## config.mk

```make
export PLATFORM = sky130hd
export DESIGN_NAME = bitrev_reorder_ctrl
export DESIGN_NICKNAME = d
export VERILOG_FILES = /design/src/rtl/bitrev_reorder_ctrl.sv
export SDC_FILE = /design/constraint.sdc
export NUM_CORES = 1
export LEC_CHECK = 0
export ABC_AREA = 1
export CORE_MARGIN = 2
export CORE_UTILIZATION = 30
export CTS_CLUSTER_DIAMETER = 120
export DETAILED_ROUTE_END_ITERATION = 8
export DONT_BUFFER_PORTS = 1
export GPL_TIMING_DRIVEN = 0
export MAX_ROUTING_LAYER = met4
export PLACE_DENSITY = 0.48
export SYNTH_ARGS = -nofsm -noshare
export SYNTH_HDL_FRONTEND = slang
export SYNTH_SLANG_ARGS = --single-unit
```

## constraint.sdc

```tcl
create_clock -name clk -period 2.7 [get_ports clk]
set_clock_uncertainty 0.1 [all_clocks]
set_input_delay 0.27 -clock clk [delete_from_list [all_inputs] [get_ports clk]]
set_output_delay 0.27 -clock clk [all_outputs]
set_load 0.05 [all_outputs]
```

## src/rtl/bitrev_reorder_ctrl.sv

```systemverilog
// Streaming bit-reversal reorder buffer: frames of 2**LOG_N coefficients enter in
// natural order and leave in bit-reversed order through a two-bank ping-pong store.
module bitrev_reorder_ctrl #(
  parameter int LOG_N  = 3,
  parameter int DATA_W = 8
) (
  input  logic              clk,
  input  logic              rst_n,
  input  logic              in_valid,
  output logic              in_ready,
  input  logic [DATA_W-1:0] in_data,
  output logic              out_valid,
  input  logic              out_ready,
  output logic [DATA_W-1:0] out_data,
  output logic              out_first,
  output logic              out_last,
  output logic              busy
);

  localparam int N = 1 << LOG_N;

  typedef logic [LOG_N-1:0] idx_t;

  localparam idx_t LAST_IDX = idx_t'(N - 1);

  logic [DATA_W-1:0] bank_q [2][N];
  logic [DATA_W-1:0] bank_d [2][N];

  idx_t       wr_idx_q, wr_idx_d;
  idx_t       rd_idx_q, rd_idx_d;
  logic       wr_bank_q, wr_bank_d;
  logic       rd_bank_q, rd_bank_d;
  logic [1:0] full_q, full_d;

  logic wr_fire, wr_done;
  logic rd_fire, rd_done;

  function automatic idx_t bitrev(input idx_t idx);
    idx_t rev;
    for (int b = 0; b < LOG_N; b++) rev[b] = idx[LOG_N-1-b];
    return rev;
  endfunction

  // Handshakes depend only on registered flags, so ready never combinationally follows ready.
  assign in_ready  = !full_q[wr_bank_q];
  assign out_valid = full_q[rd_bank_q];

  assign wr_fire = in_valid && in_ready;
  assign wr_done = wr_fire && (wr_idx_q == LAST_IDX);
  assign rd_fire = out_valid && out_ready;
  assign rd_done = rd_fire && (rd_idx_q == LAST_IDX);

  assign out_data  = out_valid ? bank_q[rd_bank_q][bitrev(rd_idx_q)] : '0;
  assign out_first = out_valid && (rd_idx_q == '0);
  assign out_last  = out_valid && (rd_idx_q == LAST_IDX);
  assign busy      = (wr_idx_q != '0) || (|full_q);

  always_comb begin
    // NOTE: every variable gets its hold value first so no path leaves it unassigned (no latch).
    wr_idx_d  = wr_idx_q;
    rd_idx_d  = rd_idx_q;
    wr_bank_d = wr_bank_q;
    rd_bank_d = rd_bank_q;
    full_d    = full_q;

    if (wr_fire) wr_idx_d = wr_idx_q + 1'b1;
    if (wr_done) begin
      full_d[wr_bank_q] = 1'b1;
      wr_bank_d         = ~wr_bank_q;
    end

    // The write bank is never full and the read bank always is, so both updates can land on one edge.
    if (rd_fire) rd_idx_d = rd_idx_q + 1'b1;
    if (rd_done) begin
      full_d[rd_bank_q] = 1'b0;
      rd_bank_d         = ~rd_bank_q;
    end
  end

  always_comb begin
    bank_d = bank_q;
    if (wr_fire) bank_d[wr_bank_q][wr_idx_q] = in_data;
  end

  always_ff @(posedge clk) begin
    // NOTE: state flops use non-blocking assignment so every flop samples pre-edge values.
    if (!rst_n) begin
      wr_idx_q  <= '0;
      rd_idx_q  <= '0;
      wr_bank_q <= 1'b0;
      rd_bank_q <= 1'b0;
      full_q    <= '0;
    end else begin
      wr_idx_q  <= wr_idx_d;
      rd_idx_q  <= rd_idx_d;
      wr_bank_q <= wr_bank_d;
      rd_bank_q <= rd_bank_d;
      full_q    <= full_d;
    end
  end

  // NOTE: storage has no reset; its contents are only observable once a full flag marks them written.
  always_ff @(posedge clk) begin
    bank_q <= bank_d;
  end

endmodule

```

## Yosys cells after proc, flatten, opt, wreduce, memory -nomap -nowiden

Index checks and enable logic that the tools add are counted.

| storage, ports and cells | value |
|---|---|
| bits in read-only memories | 0 |
| memories | 0 |
| latch bits | 0 |
| bits in writable memories | 0 |
| bits of input ports | 12 |
| register bits | 138 |

| operators by class | value |
|---|---|
| mux-type cells | 22 |
| $lt $le $gt $ge | 10 |
| reduce and logical (&&, ||, !) cells | 15 |
| bitwise logic cells | 9 |
| multipliers | 0 |
| add/sub/neg operators | 2 |
| divide/modulo/power cells | 0 |
| equal/unequal tests | 2 |
| shifts and indexed selects | 0 |

Operator list:

| operator | number |
|---|---|
| $mux 64 | 4 |
| $bwmux 128 | 1 |
| $demux 64 s1 | 1 |
| $mux 8 | 4 |
| $bmux 8 s3 | 1 |
| $demux 8 s3 | 1 |
| $logic_and 1x1->1 | 10 |
| $ge 4x4->1 const B | 2 |
| $not 3->4 | 2 |
| $add 3x1->3 const B | 2 |
| $eq 3x3->1 const B | 2 |
| $mux 1 | 6 |
| $ge 2x2->1 const B | 2 |
| $lt 1x2->1 const B | 2 |
| $lt 4x1->1 const B | 1 |
| $mux 2 | 2 |
| $not 1->2 | 2 |
| $logic_not 3->1 | 1 |
| $reduce_bool 3->1 | 1 |
| $and 2x2->2 | 1 |
| $demux 1 s1 | 2 |
| $ge 1x1->1 const B | 2 |
| $lt 2x1->1 const B | 1 |
| $not 1->1 | 2 |
| 5 further kinds | 5 |

## Longest topological paths before layout

| depth | value |
|---|---|
| word-level depth | 8 |
| mapped depth | 9 |
| depth with buffers taken out | 7 |

## Worst setup path before layout

OpenSTA, ideal clock, no wires.

| path | value |
|---|---|
| path kind | register to output |
| start point | register rd_idx_q[2] |
| end point | output out_data[6] |
| data arrival time | 1797 ps |
| setup slack | 533 ps |
| cell stages (with the launch flop) | 8 |
| buffers on the path | 2 |
| cells stage by stage | dfxtp_1 -> buf_2 -> clkinv_1 -> clkbuf_1 -> nand2_1 -> nand3_1 -> nand3_1 -> a21oi_1 |

| between the ends | value |
|---|---|
| word-level cells in the longest chain between the ends | 5 |

RTL lines:

| item | RTL line | text |
|---|---|---|
| start, declared | 30 | `idx_t rd_idx_q, rd_idx_d;` |
| start signal, assigned | 95 | `rd_idx_q <= rd_idx_d;` |
| $not 3->4 (not written as such) | 53 | `assign out_data = out_valid ? bank_q[rd_bank_q][bitrev(rd_idx_q)] : '0;` |
| $bmux 8 s3 | 53 |  |
| $mux 8 (not written as such) (2 in series) | 53 |  |
| $mux 8 | 53 |  |
| end, declared | 14 | `output logic [DATA_W-1:0] out_data,` |

No other way between the ends. The select of a mux whose other input is x is not followed.

## Worst setup path in the final report

| path | value |
|---|---|
| start point | register full_q[0] |
| end point | register bank_q[107] (netlist name), enable pin |

| between the ends | value |
|---|---|
| word-level cells in the longest chain between the ends | 4 |

RTL lines:

| item | RTL line | text |
|---|---|---|
| start, declared | 33 | `logic [1:0] full_q, full_d;` |
| start signal, assigned | 98 | `full_q <= full_d;` |
| $mux 1 (not written as such) (2 in series) | 45 | `assign in_ready = !full_q[wr_bank_q];` |
| $logic_not 1->1 | 45 |  |
| named net in_ready | 10 | `output logic in_ready,` |
| $logic_and 1x1->1 | 48 | `assign wr_fire = in_valid && in_ready;` |
| end signal, assigned | 104 | `bank_q <= bank_d;` |
| end, declared | 26 | `logic [DATA_W-1:0] bank_q [2][N];` |

The timed path passes the listed nets, and every way through them passes these cells. The select of a mux whose other input is x is not followed.
A chain may end at the register's enable or synchronous reset.

==> metrics.txt <==
# TYPE chip_impl_metric gauge
chip_impl_metric{name="slew_violations",unit=""} 0
chip_impl_metric{name="final_util",unit=""} 0.367
chip_impl_metric{name="drt-wirelength-per-cell",unit="µm"} 17.9
chip_impl_metric{name="floorplan.initialDensity",unit=""} 0.308
chip_impl_metric{name="cellLeakagePower",unit="nW"} 2.84
chip_impl_info{name="cp-start-kind",value="flip-flop"} 1
chip_impl_metric{name="power-per-cell-area",unit="nW/µm²"} 684
chip_impl_metric{name="critical_path_arrival",unit="ps"} 2670
chip_impl_metric{name="placeableCoreArea",unit="µm²"} 19500
chip_impl_metric{name="die_footprint",unit="µm²"} 21200
chip_impl_metric{name="fmax",unit="GHz"} 0.367
chip_impl_metric{name="first_pass_grt_wire_length",unit="µm"} 24600
chip_impl_metric{name="ant_nets",unit=""} 0
chip_impl_metric{name="route.vias.total",unit=""} 4116
chip_impl_info{name="run_status",value="complete, but fails checks"} 1
chip_impl_metric{name="drt_iter0_markers",unit=""} 377
chip_impl_metric{name="totalWireLength",unit="µm"} 16100
chip_impl_metric{name="post_drt_via_cell_ratio",unit=""} 4.59
chip_impl_metric{name="worst-r2r-setup-slack",unit="ps"} -20
chip_impl_metric{name="gp_congestion",unit=""} 0.909
chip_impl_metric{name="max_slew_margin",unit=""} 0.404
chip_impl_metric{name="finalCritPeriodShare",unit=""} 1.01
chip_impl_metric{name="postSynthRegisterBits",unit=""} 138
chip_impl_metric{name="synth-warning-count",unit=""} 0
chip_impl_metric{name="areaGrowthSynthToFinish",unit="%"} 19.2
chip_impl_metric{name="fp.dieW",unit="µm"} 146
chip_impl_metric{name="min_period",unit="ps"} 2720
chip_impl_metric{name="tightestPinTransition",unit="ps"} 892
chip_impl_metric{name="grt_antenna_before_repair",unit=""} 1
chip_impl_metric{name="path_buf_inv",unit=""} 2
chip_impl_metric{name="path_clk_slew",unit="ps"} 50
chip_impl_info{name="violations",value="negative setup slack"} 1
chip_impl_metric{name="number_of_remaining_drc_errors",unit=""} 0
chip_impl_metric{name="synthDominantCellAreaShare",unit=""} 0.640
chip_impl_metric{name="finalSetupViolations",unit=""} 8
chip_impl_metric{name="finish.net_count",unit=""} 637
chip_impl_info{name="cts_root_buffer",value="clkbuf_16"} 1
chip_impl_metric{name="finalWorstSetupSlack",unit="ps"} -24.2
chip_impl_metric{name="grt_max_degree",unit=""} 17
chip_impl_metric{name="drive_above_1_share",unit=""} 0.114
chip_impl_metric{name="tns",unit="ps"} -184
chip_impl_metric{name="cp.required",unit="ps"} 2650
chip_impl_metric{name="die_height",unit="µm"} 146
chip_impl_info{name="cts_tree",value="built"} 1
chip_impl_metric{name="htree_levels",unit=""} 4
chip_impl_metric{name="syn_nets",unit=""} 608
chip_impl_metric{name="synthDistinctLibCells",unit=""} 19
chip_impl_info{name="crit_path_cells",value="inv_1 -> o21a_1 -> nand2_1 -> inv_1 -> nand2_1 -> nor2_1"} 1
chip_impl_metric{name="synthesis.area",unit="µm²"} 6010
chip_impl_info{name="grt_setup_unrepaired",value="true"} 1
chip_impl_metric{name="detailedRoute.firstPassIterationCount",unit=""} 4
chip_impl_metric{name="critical_path.max_stage_delay",unit="ps"} 710
chip_impl_info{name="timing.setup.critical_path_class",value="flip-flop to flip-flop"} 1
chip_impl_metric{name="clk_latency",unit="ps"} 420
chip_impl_metric{name="ioPinCount",unit=""} 25
chip_impl_info{name="timing.critical_path.max_delay_family",value="simple AND/OR/NAND/NOR gates"} 1
chip_impl_metric{name="std_cell_rows",unit=""} 51
chip_impl_metric{name="synth.avg_cell_area",unit="µm²"} 10.2
chip_impl_info{name="worst_hold_path_type",value="primary input to flip-flop"} 1
chip_impl_info{name="synth.area.top_cells",value="edfxtp_1, nand2_1, nand3_1, inv_1, dfxtp_1"} 1
chip_impl_metric{name="grt_pass1_vias",unit=""} 4057
chip_impl_metric{name="syn_inst",unit=""} 590
chip_impl_metric{name="maxCapViolCount",unit=""} 0
chip_impl_info{name="synth_largest_area_cell",value="edfxtp_1"} 1
chip_impl_info{name="crit_slowest_cell",value="nor2_1"} 1
chip_impl_metric{name="port-buffer-count",unit=""} 0
chip_impl_metric{name="clkSinkCount",unit=""} 138
chip_impl_metric{name="report.final.hold_viol_count",unit=""} 0
chip_impl_metric{name="clock_buffer_count_from_cts",unit=""} 17
chip_impl_metric{name="clock_path_buffers",unit=""} 2
chip_impl_metric{name="ys_seq_area_frac",unit=""} 0.673
chip_impl_metric{name="global_route.usage.total",unit=""} 0.165
chip_impl_metric{name="detailedPlacementHpwl",unit="µm"} 10900
chip_impl_metric{name="ir_worst_vdd",unit="V"} 0.000381
chip_impl_metric{name="worst-path-max-fanout",unit=""} 8
chip_impl_metric{name="grt.overflow.total",unit=""} 0
chip_impl_info{name="critPathCaptureType",value="flip-flop"} 1
-- cells by family after synthesis --
logic type | count (synthesis) | synth area share
AO/OA/AOI/OAI | 28 | 0.0242
adder cells (fa/ha/maj) | 6 | 0.0125
buffers and inverters | 107 | 0.0769
flip-flops | 138 | 0.673
AND/OR/NAND/NOR | 311 | 0.213
-- final timing paths --
| path | start | end | depth (start not counted) |
|---|---|---|---|
| min reg2reg | full_q[1]$_SDFF_PN0_ | full_q[1]$_SDFF_PN0_ | 2 |
| min | out_ready | rd_bank_q$_SDFFE_PN0P_ | 4 |
| max | full_q[0]$_SDFF_PN0_ | bank_q[107]$_DFFE_PP_ | 6 |
| max reg2reg | full_q[0]$_SDFF_PN0_ | bank_q[107]$_DFFE_PP_ | 6 |
-- registers in the layout, indices dropped and copies added (netlist names) --
register	cells
rd_idx_q	3
full_q	2
bank_q	128
wr_bank_q	1
wr_idx_q	3
rd_bank_q	1
-- cell type report --
cell class,count,area (µm²)
Antenna cell,1,2.50
Buffer,27,173
Clock buffer,20,437
Clock inverter,11,153
Fill cell,1957,12400
Inverter,80,304
Multi-Input combinational cell,345,1620
Sequential cell,138,4040
Tap cell,265,332
Timing Repair Buffer,10,97.6
-- per-stage QoR --
step                cells  worst slack, ps  hold slack, ps  area [µm²]  total power [mW]
floorplan             590              533             269        6010              2.51
global placement      855            -51.0             271        6340              2.54
detailed placement    855            -89.9             271        6340              2.54
CTS                   895            -38.1            33.2        7130              4.93
global route          897             -220            64.0        7160              5.04
finish                897            -24.2            38.8        7160              4.90
-- what timing repair did --
item                                    CTS  global route
pin swaps                                 0             2
gates resized for setup                  25            15
hold buffers                              9             0
endpoints found under the setup margin   54           113
endpoints found under the hold margin   138             0
setup buffers                             0             1
-- report_power, final --
group          internal [mW]  total [mW]  switching, mW  leakage, nW
clock                   1.52        2.34          0.823        0.284
combinational         0.0384       0.171          0.133         1.32
sequential              2.37        2.38         0.0113         1.24
-- cells in the mapped netlist, drive strengths merged --
cell	count
buf	21
dfxtp	10
edfxtp	128
inv	78
nor2	21
nand2	200
nand4	1
a21boi	1
a21oi	17
clkinv	2
clkbuf	6
o21ai	9
nand3	89
ha	6
o21a	1
-- per-layer routing --
layer / share of wire / GRT usage / routed length (µm) / vias to the layer above
met5: 0 / - / 0 / -
met4: 0.024 / 0.0662 / 389 / 0
met3: 0.047 / 0.0354 / 762 / 28
met2: 0.48 / 0.262 / 7710 / 98
met1: 0.45 / 0.206 / 7230 / 1990
li1: - / - / - / 2000
-- cell usage in the layout (no fill, tap or decap), types with 8 or more instances in the layout --
| master | n |
|---|---|
| edfxtp_1 | 128 |
| o21ai_0 | 9 |
| dfxtp_1 | 10 |
| nor2_2 | 12 |
| clkbuf_16 | 17 |
| a21oi_1 | 9 |
| nand3_1 | 89 |
| inv_1 | 77 |
| buf_2 | 10 |
| nor2_1 | 9 |
| a21oi_4 | 8 |
| dlygate4sd3_1 | 9 |
| nand2_1 | 200 |
-- tightest hold or removal path: stages --
cell and delay [ps]:
inv_1 30, nor2_1 50, nand2_1 80, a21oi_1 70
No activity file was read; power rests on OpenSTA's default activity.
